===== src/rtl/bus_rr_arbiter.sv =====
// Round-robin bus arbiter with multi-beat ownership, a per-tenure beat limit
// and a one-cycle read-response strobe per host.
module bus_rr_arbiter #(
    parameter int Hosts    = 4,
    parameter int MaxHold  = 8,
    parameter int HOST_NUM = (Hosts > 1) ? $clog2(Hosts) : 1,
    parameter int CNT_W    = $clog2(MaxHold + 1)
) (
    input  logic                clk_in,
    input  logic                reset_in,
    input  logic [Hosts-1:0]    req_in,
    input  logic [Hosts-1:0]    we_in,
    input  logic [Hosts-1:0]    lock_in,
    output logic [Hosts-1:0]    gnt_out,
    output logic [HOST_NUM-1:0] owner_out,
    output logic                busy_out,
    output logic [Hosts-1:0]    resp_valid_out,
    output logic [CNT_W-1:0]    beat_cnt_out
);

    typedef enum logic {
        S_IDLE,
        S_OWNED
    } state_t;

    localparam logic [HOST_NUM-1:0] OWNER_RST = HOST_NUM'(Hosts - 1);
    localparam logic [CNT_W-1:0]    CNT_MAX   = CNT_W'(MaxHold);
    localparam logic [CNT_W:0]      HOLD_LIM  = (CNT_W + 1)'(MaxHold);

    state_t              r_state;
    state_t              w_state_nxt;
    logic [HOST_NUM-1:0] r_owner;
    logic [HOST_NUM-1:0] w_owner_nxt;
    logic [CNT_W-1:0]    r_beat_cnt;
    logic [CNT_W-1:0]    w_beat_cnt_nxt;
    logic [Hosts-1:0]    r_resp_valid;

    logic [Hosts-1:0]    w_owner_oh;
    logic [Hosts-1:0]    w_others;
    logic [Hosts-1:0]    w_pick_req;
    logic [Hosts-1:0]    w_gnt;
    logic [HOST_NUM-1:0] w_pick;
    logic                w_pick_hit;
    logic [CNT_W:0]      w_cnt_inc;
    logic                w_owner_req;
    logic                w_owner_lock;
    logic                w_any_other;
    logic                w_hold_limit;
    logic                w_cnt_sat;
    int                  w_idx;

    always_comb begin
        w_owner_oh = '0;
        for (int h = 0; h < Hosts; h++) begin
            w_owner_oh[h] = (r_owner == HOST_NUM'(h));
        end
    end

    assign w_owner_req  = |(req_in & w_owner_oh);
    assign w_owner_lock = |(lock_in & w_owner_oh);
    assign w_others     = req_in & ~w_owner_oh;
    assign w_any_other  = |w_others;
    assign w_cnt_inc    = {1'b0, r_beat_cnt} + {{CNT_W{1'b0}}, 1'b1};
    assign w_hold_limit = (w_cnt_inc >= HOLD_LIM);
    assign w_cnt_sat    = (r_beat_cnt == CNT_MAX);

    // While owned, the owner competes last, so exclude it from the scan.
    assign w_pick_req = (r_state == S_OWNED) ? w_others : req_in;

    always_comb begin
        w_pick     = r_owner;
        w_pick_hit = 1'b0;
        w_idx      = 0;
        for (int i = 1; i <= Hosts; i++) begin
            w_idx = int'(r_owner) + i;
            if (w_idx >= Hosts) begin
                w_idx = w_idx - Hosts;
            end
            if (!w_pick_hit && w_pick_req[w_idx[HOST_NUM-1:0]]) begin
                w_pick     = HOST_NUM'(w_idx);
                w_pick_hit = 1'b1;
            end
        end
    end

    always_comb begin
        w_state_nxt    = r_state;
        w_owner_nxt    = r_owner;
        w_beat_cnt_nxt = r_beat_cnt;
        unique case (r_state)
            S_IDLE: begin
                if (|req_in) begin
                    w_state_nxt    = S_OWNED;
                    w_owner_nxt    = w_pick;
                    w_beat_cnt_nxt = '0;
                end
            end
            S_OWNED: begin
                if (w_owner_req) begin
                    if (w_hold_limit && !w_owner_lock && w_any_other) begin
                        w_owner_nxt    = w_pick;
                        w_beat_cnt_nxt = '0;
                    end else if (!w_cnt_sat) begin
                        w_beat_cnt_nxt = w_cnt_inc[CNT_W-1:0];
                    end
                end else if (w_any_other) begin
                    w_owner_nxt    = w_pick;
                    w_beat_cnt_nxt = '0;
                end else begin
                    w_state_nxt    = S_IDLE;
                    w_beat_cnt_nxt = '0;
                end
            end
        endcase
    end

    assign w_gnt = w_owner_oh & {Hosts{(r_state == S_OWNED) && w_owner_req}};

    always_ff @(posedge clk_in or posedge reset_in) begin
        if (reset_in) begin
            r_state      <= S_IDLE;
            r_owner      <= OWNER_RST;
            r_beat_cnt   <= '0;
            r_resp_valid <= '0;
        end else begin
            r_state      <= w_state_nxt;
            r_owner      <= w_owner_nxt;
            r_beat_cnt   <= w_beat_cnt_nxt;
            r_resp_valid <= w_gnt & ~we_in;
        end
    end

    assign gnt_out        = w_gnt;
    assign owner_out      = r_owner;
    assign busy_out       = (r_state == S_OWNED);
    assign resp_valid_out = r_resp_valid;
    assign beat_cnt_out   = r_beat_cnt;

endmodule


===== config.mk =====
export PLATFORM = sky130hd
export DESIGN_NAME = bus_rr_arbiter
export DESIGN_NICKNAME = d
export VERILOG_FILES = /design/src/rtl/bus_rr_arbiter.sv
export SDC_FILE = /design/constraint.sdc
export NUM_CORES = 1
export LEC_CHECK = 0
export ABC_AREA = 1
export CAP_MARGIN = 25
export CORE_ASPECT_RATIO = 1.25
export CORE_MARGIN = 2
export CORE_UTILIZATION = 49
export CTS_CLUSTER_SIZE = 10
export DETAILED_ROUTE_END_ITERATION = 6
export PLACE_DENSITY = 0.83
export SETUP_SLACK_MARGIN = 0.05
export SYNTH_ARGS = -nofsm -noshare
export SYNTH_HDL_FRONTEND = slang
export SYNTH_SLANG_ARGS = --single-unit

===== constraint.sdc =====
create_clock -name clk_in -period 2.8 [get_ports clk_in]
set_clock_uncertainty 0.05 [all_clocks]
set_input_delay 0.56 -clock clk_in [delete_from_list [all_inputs] [get_ports clk_in]]
set_output_delay 0.56 -clock clk_in [all_outputs]
set_load 0.01 [all_outputs]

==> results of run 1 <==
[where the power goes]
| group | internal (W) | switching (W) |
|---|---|---|
| Sequential | 0.000216 | 0.0000552 |
| Clock | 0.0000551 | 0.0000547 |
| Combinational | 0.000507 | 0.000643 |
[cell type report]
class,instances,area (sq um)
timing repair buffer,40,380.4
inverter,18,67.56
sequential,11,277.8
multi-input combinational,99,615.6
fill,140,395.4
tap,19,23.77
clock buffer,4,26.28
[metrics by stage]
stage / area [sq um] / total power, W / utilization / TNS (ns) / worst slack, ns
finish: 1391 / 0.001531 / 0.7787 / 0 / 0.09499
global route: 1391 / 0.001667 / 0.7787 / 0 / 0.007928
CTS: 1361 / 0.001447 / 0.7619 / 0 / 0.08008
detailed placement: 1295 / 0.001275 / 0.7248 / -0.01262 / -0.01262
global placement: 1295 / 0.001227 / 0.7248 / 0 / 0.06323
floorplan: 945.9 / 0.0009583 / - / 0 / 0.7000
[worst max-delay path, delay by kind of cell, from the launching register on]
| family | cells | cell delay, ns |
|---|---|---|
| buffers and inverters | 5 | 0.68 |
| flip-flops | 1 | 0.60 |
| adder cells (fa/ha/maj) | 1 | 0.24 |
| AND/OR/NAND/NOR | 3 | 0.21 |
| AO/OA/AOI/OAI | 1 | 0.07 |
[final timing paths]
check	from	to	depth (start not counted)
setup / recovery	owner_out[1]$_DFFE_PP1P_	gnt_out[2]	10
hold / removal	reset_in	beat_cnt_out[3]$_DFFE_PP0P_	2
setup reg to reg	owner_out[1]$_DFFE_PP1P_	owner_out[1]$_DFFE_PP1P_	13
hold reg to reg	beat_cnt_out[1]$_DFFE_PP0P_	beat_cnt_out[1]$_DFFE_PP0P_	2
max in group asynchronous	reset_in	owner_out[0]$_DFFE_PP1P_	2
min in group clk_in	beat_cnt_out[1]$_DFFE_PP0P_	beat_cnt_out[1]$_DFFE_PP0P_	2
[what timing repair did]
| item | CTS | global route |
|---|---|---|
| buffers inserted | 5 | 1 |
| pin swaps | 1 | 1 |
| gates resized for setup | 4 | 1 |
| setup endpoints to repair | 4 | 2 |
[registers in the layout (all words and copies together) (netlist names)]
| signal | count |
|---|---|
| busy_out | 1 |
| resp_valid_out | 4 |
| owner_out | 2 |
| beat_cnt_out | 4 |
[kinds of logic (layout without fill, tap and decap cells)]
kind of cell / count (synthesis) / after routing
xor+xnor: 3 / 3
compound gates: 10 / 10
simple gates: 80 / 80
flops: 11 / 11
fa+ha+maj: 6 / 6
buf+inv: 18 / 62
[metal layers]
metal  global-route usage  share of wire  vias up
met4              0.08081          0.013        0
li1                     -              -      496
met3              0.05119          0.048        5
met5                    0              0        -
met2               0.4677           0.54       40
met1               0.2782           0.39      478
[cell usage after synthesis (all sizes together)]
cell type / instances / area share
o31ai: 1 / 0.0079
nand4: 2 / 0.013
ha: 6 / 0.079
xor2: 3 / 0.028
dfrtp: 9 / 0.24
a21oi: 1 / 0.0053
a21boi: 1 / 0.020
nor3: 5 / 0.026
nor2: 11 / 0.085
nand3: 17 / 0.095
o21ai: 7 / 0.057
and2: 1 / 0.0066
dfstp: 2 / 0.056
clkinv: 1 / 0.0040
inv: 17 / 0.067
nand2: 44 / 0.21
==> key figures, run 1 <==
Detailed routing
  – Via count: 1019
  – DRC viols: 0
  – Initial DRC count: 30
  – DRT Wirelength: 2.688 mm
  – Routed vias/inst: 5.335
  – Detail Route Antenna Nets: 0
  – DRT Pass-1 Iters: 4
  – Post-DR wirelength/cell: 14.07 um

Synth
  – Seq/Total Area, Yosys: 0.2937
  – Post-Syn Area: 945.9 sq um
  – Compound-gate portion of the synthesized area: 0.08995
  – Synth unique cells: 23
  – Mapped Cells: 128
  – Adder-Cell Fraction of Synth Area: 0.07937
  – Syn nets: 148
  – Area share of xor/xnor cells in the synthesized design: 0.02778
  – Synth warn: 0
  – Mux share of post-synthesis cell area: 0
  – Syn avg cell area: 7.390 sq um
  – Post-Synth Simple-Gate Area: 0.4378
  – Seq cells post-synth: 11
  – Largest family of logic cells by synthesized area: simple AND/OR/NAND/NOR gates

Timing
  – F_max: 369.7 MHz
  – RSZ-0062 raised after global routing: no
  – Tightest Pin Transition: 0.4356 ns
  – Final Cycle Share: 0.9661
  – Final min period: 2.705 ns
  – Setup violators final: 0
  – Slew Viols, Final: 0
  – Final Hold Violating Endpoints: 0
  – Max-slew headroom: 0.7093
  – Hold slack: 0.5307 ns

Clock network
  – CTS Buf Count: 3
  – Htree depth: 1
  – CTS tree: yes
  – CTS Root Cell: clkbuf_4
  – Worst-skew pair later-pin latency: 0.27 ns
  – Clk sinks: 11
  – Clock Pin Slew Worst Setup and Hold Paths: 0.08 ns
  – Cts hold-fix bufs: 0
  – Clock Path Buffers: 2

Critical path
  – Crit path kind: reg2out
  – Critical Path, Cell by Cell: inv_1 > ha_1 > inv_1 > o21ai_2 > nor2_4 > buf_12 > nor2_8 > inv_2 > nor2_1 > dlygate4sd2_1
  – Worst-path fanout max: 4
  – CP endpoint kind: primary output
  – Critical path arrival: 2.10 ns
  – Crit path top cell by count: inv_1
  – Cell at the slowest stage of the critical path: dfstp_2
  – Required @ worst endpoint: 2.19 ns
  – Startpoint Class: flip-flop
  – CP peak stage delay: 0.60 ns
  – Reg2reg setup slack: 0.75 ns

Global route
  – Vias in the first global route: 1075
  – Largest net degree at the start of global routing: 12
  – Grt total ovfl: 0
  – GRT Resource Usage Total: 0.2504
  – First-pass GRT wire length: 4.388 mm
  – Initial antenna violation count: 0

Min path
  – Worst Hold Class: in2async

Flow run
  – MaxCap Viol Count: 0

Die
  – Io pins: 29
  – Chip width: 43.30 um
  – Die area: 2300 sq um
  – Cell row count: 17
  – Initial Utilization: 0.5294
  – Core Region: 1787 sq um
  – Die height: 53.13 um

Placed design
  – Dpl cells: 181
  – Dpl hpwl: 1.950 mm
  – Routability cong.: 0.8728
  – Port bufs: 28

Final layout
  – Most frequent cells in the layout: nand2_1, clkdlybuf4s50_1, nand3_1, buf_4, inv_1
  – Layout area overhead: 47.09%
  – Nets@finish: 193
  – Most common cell after layout, fill and taps aside: nand2_1
  – Share of layout cells above drive strength 1: 0.2500
  – Non-filler instance count after layout: 191
  – Ant. Diodes: 0

Power and ir drop
  – Pwr Density: 1100 nW/um^2
  – Peak supply drop: 773.6 uV
  – Leak: 0.6889 nW

Status
  – Status: finished clean
(Power assumes the default switching activity.)
==> inputs of run 2 (changes only) <==
--- a/config.mk
+++ b/config.mk
@@ -6,7 +6,7 @@
 export NUM_CORES = 1
 export LEC_CHECK = 0
 export ABC_AREA = 1
-export CAP_MARGIN = 25
+export CAP_MARGIN = 20
 export CORE_ASPECT_RATIO = 1.25
 export CORE_MARGIN = 2
 export CORE_UTILIZATION = 49
@@ -14,6 +14,7 @@
 export DETAILED_ROUTE_END_ITERATION = 6
 export PLACE_DENSITY = 0.83
 export SETUP_SLACK_MARGIN = 0.05
+export SKIP_LAST_GASP = 1
 export SYNTH_ARGS = -nofsm -noshare
 export SYNTH_HDL_FRONTEND = slang
 export SYNTH_SLANG_ARGS = --single-unit
==> results of run 2 <==
Final layout, timing and power as in run 1 (identical DEF).
==> inputs of run 3 (changes only) <==
--- a/config.mk
+++ b/config.mk
@@ -10,8 +10,8 @@
 export CORE_ASPECT_RATIO = 1.25
 export CORE_MARGIN = 2
 export CORE_UTILIZATION = 49
-export CTS_CLUSTER_SIZE = 10
 export DETAILED_ROUTE_END_ITERATION = 6
+export GPL_ROUTABILITY_DRIVEN = 0
 export PLACE_DENSITY = 0.83
 export SETUP_SLACK_MARGIN = 0.05
 export SKIP_LAST_GASP = 1
==> results of run 3 <==
Final layout, timing and power as in run 1 (identical DEF).
